$ cat src/rtl/dda_param_loader_pkg.sv
// Shared constants and types for the DDA parameter loader: posit format,
// power-on parameter values, frame sync byte, address map, frame states.
package dda_param_loader_pkg;

  localparam int N  = 16;
  localparam int ES = 1;

  localparam logic [N-1:0] ICX_RST = 16'hC000;
  localparam logic [N-1:0] ICY_RST = 16'h14CD;
  localparam logic [N-1:0] MU_RST  = 16'h14DD;
  localparam logic [N-1:0] DT_RST  = 16'h7240;

  localparam logic [7:0] SYNC_BYTE = 8'hA5;

  localparam logic [7:0] ADDR_ICX  = 8'h00;
  localparam logic [7:0] ADDR_ICY  = 8'h01;
  localparam logic [7:0] ADDR_MU   = 8'h02;
  localparam logic [7:0] ADDR_DT   = 8'h03;
  localparam logic [7:0] ADDR_CTRL = 8'h10;

  typedef enum logic [2:0] {
    F_IDLE,
    F_ADDR,
    F_DHI,
    F_DLO,
    F_CSUM
  } frame_state_e;

  // True for the four parameter words and the control register.
  function automatic logic addr_is_valid(input logic [7:0] addr);
    return (addr == ADDR_ICX) || (addr == ADDR_ICY) || (addr == ADDR_MU) ||
           (addr == ADDR_DT)  || (addr == ADDR_CTRL);
  endfunction

endpackage

$ cat src/rtl/dda_param_loader_if.sv
// Parameter bus from the loader to the van der Pol dda instance.
interface dda_param_loader_if;
  import dda_param_loader_pkg::*;

  logic [N-1:0] icx;
  logic [N-1:0] icy;
  logic [N-1:0] mu;
  logic [N-1:0] dt;
  logic         en_dda;
  logic         ic_load;
  logic         frame_ok;
  logic         frame_err;

  modport master (output icx, icy, mu, dt, en_dda, ic_load, frame_ok, frame_err);
  modport slave  (input  icx, icy, mu, dt, en_dda, ic_load, frame_ok, frame_err);
endinterface

$ cat src/rtl/dda_param_loader_uart_rx.sv
// UART 8N1 receiver, LSB first. Start bit re-checked at half a bit to reject
// glitches, data and stop bits sampled at mid-bit. o_byte_valid / o_stop_err
// are single-cycle strobes issued after the stop-bit sample.
module uart_rx #(
  parameter int CLK_FREQ  = 12_000_000,
  parameter int BAUD_RATE = 9600
) (
  input  logic       clk,
  input  logic       rst_n,
  input  logic       i_rx,
  output logic [7:0] o_byte,
  output logic       o_byte_valid,
  output logic       o_stop_err
);

  localparam int CLKS_PER_BIT = CLK_FREQ / BAUD_RATE;
  localparam int HALF_BIT     = CLKS_PER_BIT / 2;
  localparam int CNT_W        = $clog2(CLKS_PER_BIT);

  typedef enum logic [1:0] {RX_IDLE, RX_START, RX_DATA, RX_STOP} rx_state_e;

  rx_state_e        r_state, w_state_nxt;
  logic [1:0]       r_sync;
  logic             r_rx_prev;
  logic [CNT_W-1:0] r_cnt;
  logic [2:0]       r_bit_idx;
  logic [7:0]       r_shift;
  logic             r_byte_valid;
  logic             r_stop_err;
  logic             w_rx;
  logic             w_tick;

  assign w_rx = r_sync[1];

  // Synchronise the asynchronous line and keep one delayed copy for edge detect.
  always_ff @(posedge clk) begin
    // NOTE: sequential state uses <= so every flop samples pre-edge values.
    if (!rst_n) begin
      r_sync    <= 2'b11;
      r_rx_prev <= 1'b1;
    end else begin
      r_sync    <= {r_sync[0], i_rx};
      r_rx_prev <= w_rx;
    end
  end

  // Receiver state register.
  always_ff @(posedge clk) begin
    if (!rst_n) r_state <= RX_IDLE;
    else        r_state <= w_state_nxt;
  end

  // Next state and the per-bit sampling tick.
  always_comb begin
    // NOTE: defaults first so every path assigns every output and no latch appears.
    w_state_nxt = r_state;
    w_tick      = 1'b0;
    case (r_state)
      RX_IDLE: begin
        if (r_rx_prev && !w_rx) w_state_nxt = RX_START;
      end
      RX_START: begin
        w_tick = (r_cnt == CNT_W'(HALF_BIT - 1));
        if (w_tick) w_state_nxt = w_rx ? RX_IDLE : RX_DATA;
      end
      RX_DATA: begin
        w_tick = (r_cnt == CNT_W'(CLKS_PER_BIT - 1));
        if (w_tick && (r_bit_idx == 3'd7)) w_state_nxt = RX_STOP;
      end
      RX_STOP: begin
        w_tick = (r_cnt == CNT_W'(CLKS_PER_BIT - 1));
        if (w_tick) w_state_nxt = RX_IDLE;
      end
      default: w_state_nxt = RX_IDLE;
    endcase
  end

  // Bit timer, shift register and output strobes.
  always_ff @(posedge clk) begin
    if (!rst_n) begin
      r_cnt        <= '0;
      r_bit_idx    <= '0;
      r_shift      <= '0;
      r_byte_valid <= 1'b0;
      r_stop_err   <= 1'b0;
    end else begin
      r_byte_valid <= 1'b0;
      r_stop_err   <= 1'b0;
      if ((r_state == RX_IDLE) || w_tick) r_cnt <= '0;
      else                                r_cnt <= r_cnt + 1'b1;
      if (r_state == RX_IDLE) r_bit_idx <= '0;
      if ((r_state == RX_DATA) && w_tick) begin
        r_shift   <= {w_rx, r_shift[7:1]};
        r_bit_idx <= r_bit_idx + 1'b1;
      end
      if ((r_state == RX_STOP) && w_tick) begin
        r_byte_valid <= w_rx;
        r_stop_err   <= !w_rx;
      end
    end
  end

  assign o_byte       = r_shift;
  assign o_byte_valid = r_byte_valid;
  assign o_stop_err   = r_stop_err;

endmodule

$ cat src/rtl/dda_param_loader.sv
// Host-to-chip end of the DDA serial link. Decodes A5/ADDR/DHI/DLO/CSUM frames
// from the UART and writes posit16 solver parameters and the solver enable.
module dda_param_loader
  import dda_param_loader_pkg::*;
#(
  parameter int CLK_FREQ    = 12_000_000,
  parameter int BAUD_RATE   = 9600,
  parameter int TIMEOUT_BIT = 20
) (
  input  logic              clk,
  input  logic              rst_n,
  input  logic              rx,
  dda_param_loader_if.master param_bus
);

  localparam int CLKS_PER_BIT   = CLK_FREQ / BAUD_RATE;
  localparam int TIMEOUT_CYCLES = TIMEOUT_BIT * CLKS_PER_BIT;
  localparam int TO_W           = $clog2(TIMEOUT_CYCLES);

  logic [7:0]   w_byte;
  logic         w_byte_valid;
  logic         w_stop_err;
  logic         w_timeout;
  logic         w_commit;
  logic         w_reject;

  frame_state_e r_state, w_state_nxt;
  logic [TO_W-1:0] r_to_cnt;
  logic [7:0]   r_addr, r_dhi, r_dlo;
  logic [N-1:0] r_icx, r_icy, r_mu, r_dt;
  logic         r_en_dda;
  logic         r_ic_load;
  logic         r_frame_ok;
  logic         r_frame_err;

  uart_rx #(
    .CLK_FREQ (CLK_FREQ),
    .BAUD_RATE(BAUD_RATE)
  ) u_uart_rx (
    .clk         (clk),
    .rst_n       (rst_n),
    .i_rx        (rx),
    .o_byte      (w_byte),
    .o_byte_valid(w_byte_valid),
    .o_stop_err  (w_stop_err)
  );

  assign w_timeout = (r_state != F_IDLE) && (r_to_cnt == TO_W'(TIMEOUT_CYCLES - 1));

  // Frame state register.
  always_ff @(posedge clk) begin
    if (!rst_n) r_state <= F_IDLE;
    else        r_state <= w_state_nxt;
  end

  // Frame sequencing; a received byte takes priority over a timeout in the same cycle.
  always_comb begin
    w_state_nxt = r_state;
    w_commit    = 1'b0;
    w_reject    = 1'b0;
    if (w_byte_valid) begin
      case (r_state)
        F_IDLE: if (w_byte == SYNC_BYTE) w_state_nxt = F_ADDR;
        F_ADDR: w_state_nxt = F_DHI;
        F_DHI:  w_state_nxt = F_DLO;
        F_DLO:  w_state_nxt = F_CSUM;
        F_CSUM: begin
          w_state_nxt = F_IDLE;
          if ((w_byte == (r_addr ^ r_dhi ^ r_dlo)) && addr_is_valid(r_addr)) w_commit = 1'b1;
          else                                                               w_reject = 1'b1;
        end
        default: w_state_nxt = F_IDLE;
      endcase
    end else if ((r_state != F_IDLE) && (w_stop_err || w_timeout)) begin
      w_state_nxt = F_IDLE;
      w_reject    = 1'b1;
    end
  end

  // Inter-byte timeout counter, restarted by every byte and held at zero in IDLE.
  always_ff @(posedge clk) begin
    if (!rst_n) begin
      r_to_cnt <= '0;
    end else if (w_byte_valid || (r_state == F_IDLE)) begin
      r_to_cnt <= '0;
    end else if (!w_timeout) begin
      r_to_cnt <= r_to_cnt + 1'b1;
    end
  end

  // Capture the address and data bytes as the frame advances.
  always_ff @(posedge clk) begin
    if (!rst_n) begin
      r_addr <= '0;
      r_dhi  <= '0;
      r_dlo  <= '0;
    end else if (w_byte_valid) begin
      if (r_state == F_ADDR) r_addr <= w_byte;
      if (r_state == F_DHI)  r_dhi  <= w_byte;
      if (r_state == F_DLO)  r_dlo  <= w_byte;
    end
  end

  // Parameter registers and status pulses; a committed word lands in one edge.
  always_ff @(posedge clk) begin
    if (!rst_n) begin
      r_icx       <= ICX_RST;
      r_icy       <= ICY_RST;
      r_mu        <= MU_RST;
      r_dt        <= DT_RST;
      r_en_dda    <= 1'b1;
      r_ic_load   <= 1'b0;
      r_frame_ok  <= 1'b0;
      r_frame_err <= 1'b0;
    end else begin
      r_ic_load   <= 1'b0;
      r_frame_ok  <= w_commit;
      r_frame_err <= w_reject;
      if (w_commit) begin
        case (r_addr)
          ADDR_ICX: begin
            r_icx     <= {r_dhi, r_dlo};
            r_ic_load <= 1'b1;
          end
          ADDR_ICY: begin
            r_icy     <= {r_dhi, r_dlo};
            r_ic_load <= 1'b1;
          end
          ADDR_MU:   r_mu     <= {r_dhi, r_dlo};
          ADDR_DT:   r_dt     <= {r_dhi, r_dlo};
          ADDR_CTRL: r_en_dda <= r_dlo[0];
          default: ;
        endcase
      end
    end
  end

  assign param_bus.icx       = r_icx;
  assign param_bus.icy       = r_icy;
  assign param_bus.mu        = r_mu;
  assign param_bus.dt        = r_dt;
  assign param_bus.en_dda    = r_en_dda;
  assign param_bus.ic_load   = r_ic_load;
  assign param_bus.frame_ok  = r_frame_ok;
  assign param_bus.frame_err = r_frame_err;

endmodule

$ cat src/flat_wrapper.sv
// flat-port wrapper written by rule: the top's interface ports become plain ports
module dda_param_loader_flat import dda_param_loader_pkg::*;
#(
  parameter int CLK_FREQ    = 12_000_000,
  parameter int BAUD_RATE   = 9600,
  parameter int TIMEOUT_BIT = 20
)
  (clk, rst_n, rx, param_bus_icx, param_bus_icy, param_bus_mu, param_bus_dt, param_bus_en_dda, param_bus_ic_load, param_bus_frame_ok, param_bus_frame_err);
  dda_param_loader_if param_bus_i ();
  input  logic clk;
  input  logic rst_n;
  input  logic rx;
  output wire logic [$bits(param_bus_i.icx)-1:0] param_bus_icx;
  output wire logic [$bits(param_bus_i.icy)-1:0] param_bus_icy;
  output wire logic [$bits(param_bus_i.mu)-1:0] param_bus_mu;
  output wire logic [$bits(param_bus_i.dt)-1:0] param_bus_dt;
  output wire logic [$bits(param_bus_i.en_dda)-1:0] param_bus_en_dda;
  output wire logic [$bits(param_bus_i.ic_load)-1:0] param_bus_ic_load;
  output wire logic [$bits(param_bus_i.frame_ok)-1:0] param_bus_frame_ok;
  output wire logic [$bits(param_bus_i.frame_err)-1:0] param_bus_frame_err;
  assign param_bus_icx = param_bus_i.icx;
  assign param_bus_icy = param_bus_i.icy;
  assign param_bus_mu = param_bus_i.mu;
  assign param_bus_dt = param_bus_i.dt;
  assign param_bus_en_dda = param_bus_i.en_dda;
  assign param_bus_ic_load = param_bus_i.ic_load;
  assign param_bus_frame_ok = param_bus_i.frame_ok;
  assign param_bus_frame_err = param_bus_i.frame_err;
  dda_param_loader #(.CLK_FREQ(CLK_FREQ), .BAUD_RATE(BAUD_RATE), .TIMEOUT_BIT(TIMEOUT_BIT)) u_core (.clk(clk), .rst_n(rst_n), .rx(rx), .param_bus(param_bus_i));
endmodule
$ cat config.mk
export PLATFORM = sky130hd
export DESIGN_NAME = dda_param_loader_flat
export DESIGN_NICKNAME = d
export VERILOG_FILES = /design/src/rtl/dda_param_loader_pkg.sv /design/src/rtl/dda_param_loader_if.sv /design/src/rtl/dda_param_loader_uart_rx.sv /design/src/rtl/dda_param_loader.sv /design/src/flat_wrapper.sv
export SDC_FILE = /design/constraint.sdc
export NUM_CORES = 1
export LEC_CHECK = 0
export ABC_AREA = 1
export CAP_MARGIN = 10
export CORE_MARGIN = 1
export CORE_UTILIZATION = 35
export DETAILED_ROUTE_END_ITERATION = 6
export PLACE_DENSITY = 0.58
export SLEW_MARGIN = 30
export SYNTH_ARGS = -nofsm -noshare
export SYNTH_HDL_FRONTEND = slang
export SYNTH_SLANG_ARGS = --single-unit
$ cat constraint.sdc
create_clock -name clk -period 4 [get_ports clk]
set_clock_uncertainty 0.1 [all_clocks]
set_input_delay 0.6 -clock clk [delete_from_list [all_inputs] [get_ports clk]]
set_output_delay 0.6 -clock clk [all_outputs]
set_load 0.03 [all_outputs]
==> reports/metrics.cfg <==
[run_status]
status=complete, no violations

[min_path]
hold_path_class=reg -> reg
min_from=u_core.u_uart_rx.r_sync[0]
hold_depth=1

[logic_synthesis]
synth_compound_area_frac=0.0861
syn_avg_cell_area_um2=7.09
synth.area.mux_share=0
syn-num-nets=855
synth_fa_ha_area_frac=0.0125
ys_warn_count=0
synth_xor_area_frac=0.0117
ys_seq_elements=139
synth-simple-area-share=0.342
synth_top_family_by_area=simple AND/OR/NAND/NOR gates
synth_area_um2=6000
syn-instance-count=846
synth.yosys.seq_area_share=0.464
synth_cell_type_count=31

[global_route]
grt_pass1_vias=4869
grt_usage=0.177
grt-busiest-layer=met2
met2_usage=0.268
grt_overflow=0
grt_pass1_wl_mm=24.7
grtUsageMet1=0.234
grt_start_max_net_pins=103
met3_usage=0.0441
antenna_found_initial=0

[cts]
cts_resized=0
root_buffer=clkbuf_16
postCtsSetupRepairBufs=0
htreeDepth=4
clockBufferDepth=2
cts_sinks=139
cts_buffers=17
clock_latency_ps=420
clkTransAtPathRegs_ps=60
cts_tree=yes
ctsHoldBuffers=0

[drt]
viasPerCell=4.69
wirelength_mm=14.9
drc=0
ant_nets=0
dr.pass1.iters=5
post_drt_wl_per_cell_um=13.0
dr_total_vias=5359
drt_iter0_markers=373

[placement]
place_area_um2=6860
io_buffers=70
post-dp-hpwl_mm=10.4
gp_congestion=0.750

[layout]
fillers=1711
post_route_cells_drive_above_1_share=0.0813
layout_common_cells=nand2_1 (204), dfxtp_1 (139), nor2_1 (133), nand3_1 (88), inv_1 (72)
antennaDiodeCount=0
area_growth_syn_to_layout_pct=24.0
nets=919
layout_commonest_cell=nand2_1
fin_area_um2=7440

[pwr]
switchingPower_uw=631
leakagePower_uw=0.00306
switching_share=0.212
p_clk_frac=0.511
p_comb_frac=0.019
p_int_uw=2340
p_per_area_nw_per_um2=399
max-vdd-ir-drop_mv=0.266
p_seq_frac=0.470

[worst_setup_path]
end_kind=register
critPathMaxFanout=48
cp_slowest_cell=dfxtp_1
cp.arrival_ps=2660
crit_chain=inv_1 > nand2_1 > nand3_1 > nand2_1 > nand2_1 > nor2_1 > nand3_2 > nor2_2 > buf_4 > nand2_2 > nand2_1 > nand3_1
crit_start=u_core.r_dlo[6]
rr_worst_depth=12
crit_top_cell=nand2_1
critPathKind=reg -> reg
cp.required_ps=4180
r2r_start=u_core.r_dlo[6]
worst_setup_path_start_kind=register
max_stage_delay_ps=490

[floorplanning]
core_area_um2=16600
rows=47
io_pins=71
die_h_um=133
dieArea_um2=17700
start_util=0.361
die_w_um=133

[sta]
fin_crit_ps=2490
clock.fmax_mhz=402
tightestPinTransition_ps=734
slew_headroom=0.507
drv_slew=0
tns_ps=0
rsz0062_at_grt=no
setup_violations=0
hold_viol_final=0
fin_crit_sh=0.622

[job]
max-cap-violations=0

## cell type report
type | instances | area (µm²) | share of cell area
flip-flops and latches | 139 | 2780 | 0.374
multi-input cells | 588 | 2740 | 0.368
repair buffers | 76 | 744 | 0.100
clock buffers | 21 | 450 | 0.0605
inverters | 88 | 330 | 0.0444
well taps | 220 | 275 | 0.0370
clock inverters | 11 | 121 | 0.0163
## critical path, delay by kind of cell (launching register included)
| family | cells | cell delay, ps |
|---|---|---|
| buffers and inverters | 2 | 570 |
| AND/OR/NAND/NOR | 10 | 1170 |
| flip-flops | 1 | 490 |
## path summary, 6_finish.rpt
| check | endpoint | slack [ps] |
|---|---|---|
| min | u_core.u_uart_rx.r_sync[1] | 320 |
| max | u_core.param_bus.mu[6] | 1510 |
| max reg2reg | u_core.param_bus.mu[6] | 1510 |
| min reg2reg | u_core.u_uart_rx.r_sync[1] | 320 |
## through the flow
stage / hold slack, ps / std cells / power [µW] / utilization / worst slack, ps
after floorplan: 293 / 846 / 1470 / - / 2210
after global placement: 297 / 1111 / 1480 / 0.412 / 1530
after detailed placement: 310 / 1111 / 1480 / 0.412 / 1500
after CTS: 324 / 1143 / 3010 / 0.447 / 1490
after global routing: 351 / 1143 / 3080 / 0.447 / 1240
final: 317 / 1143 / 2970 / 0.447 / 1510
## cells in the mapped netlist (all sizes together)
library cell,count,area share
inv,88,0.055
xnor2,3,0.0044
dfxtp,139,0.46
o21ai,46,0.038
nand4,10,0.013
nand3b,2,0.0025
xor2,5,0.0073
nand3,89,0.075
nor4,5,0.0088
nor3,12,0.010
or2,2,0.0021
clkbuf,15,0.0094
o221a,1,0.0019
nor2,144,0.097
ha,6,0.013
a21oi,52,0.043
o21a,2,0.0025
nor3b,2,0.0025
buf,16,0.020
nand2,207,0.13
## power by group through the flow
stage	Sequential, µW	Combinational [µW]	Clock, µW
after floorplan	1420	47.2	0
after global placement	1430	59.5	0
after detailed placement	1420	59.3	0
after CTS	1390	59.1	1560
after global routing	1390	68.7	1620
final	1390	57.8	1520
## logic make-up after synthesis
family | count (synthesis)
xor gates and xnor gates | 8
adders and majority gates | 6
DFF | 139
and+or+nand+nor | 473
buffers and inverters | 119
AOI/OAI and AO/OA | 101
## state kept, by name (all words and copies together) (netlist names), named ones only
name,cells
u_core.u_uart_rx.r_bit_idx,3
u_core.param_bus.icy,16
u_core.param_bus.dt,16
u_core.u_uart_rx.o_byte_valid,1
u_core.param_bus.frame_err,1
u_core.u_uart_rx.r_rx_prev,1
u_core.u_uart_rx.r_cnt,11
u_core.param_bus.frame_ok,1
u_core.u_uart_rx.o_stop_err,1
u_core.param_bus.ic_load,1
u_core.r_dhi,8
u_core.u_uart_rx.o_byte,8
u_core.u_uart_rx.r_sync,2
u_core.param_bus.en_dda,1
u_core.u_uart_rx.r_state,1
u_core.param_bus.icx,16
u_core.r_dlo,8
u_core.r_to_cnt,15
u_core.r_addr,8
u_core.r_state,3
u_core.param_bus.mu,16
## metal layers
metal / vias to the layer above / routed length (µm)
met5: - / 0
met2: 109 / 6730
li1: 2831 / -
met1: 2407 / 7120
met3: 12 / 716
met4: 0 / 302
Power figures use the tool's default switching activity.
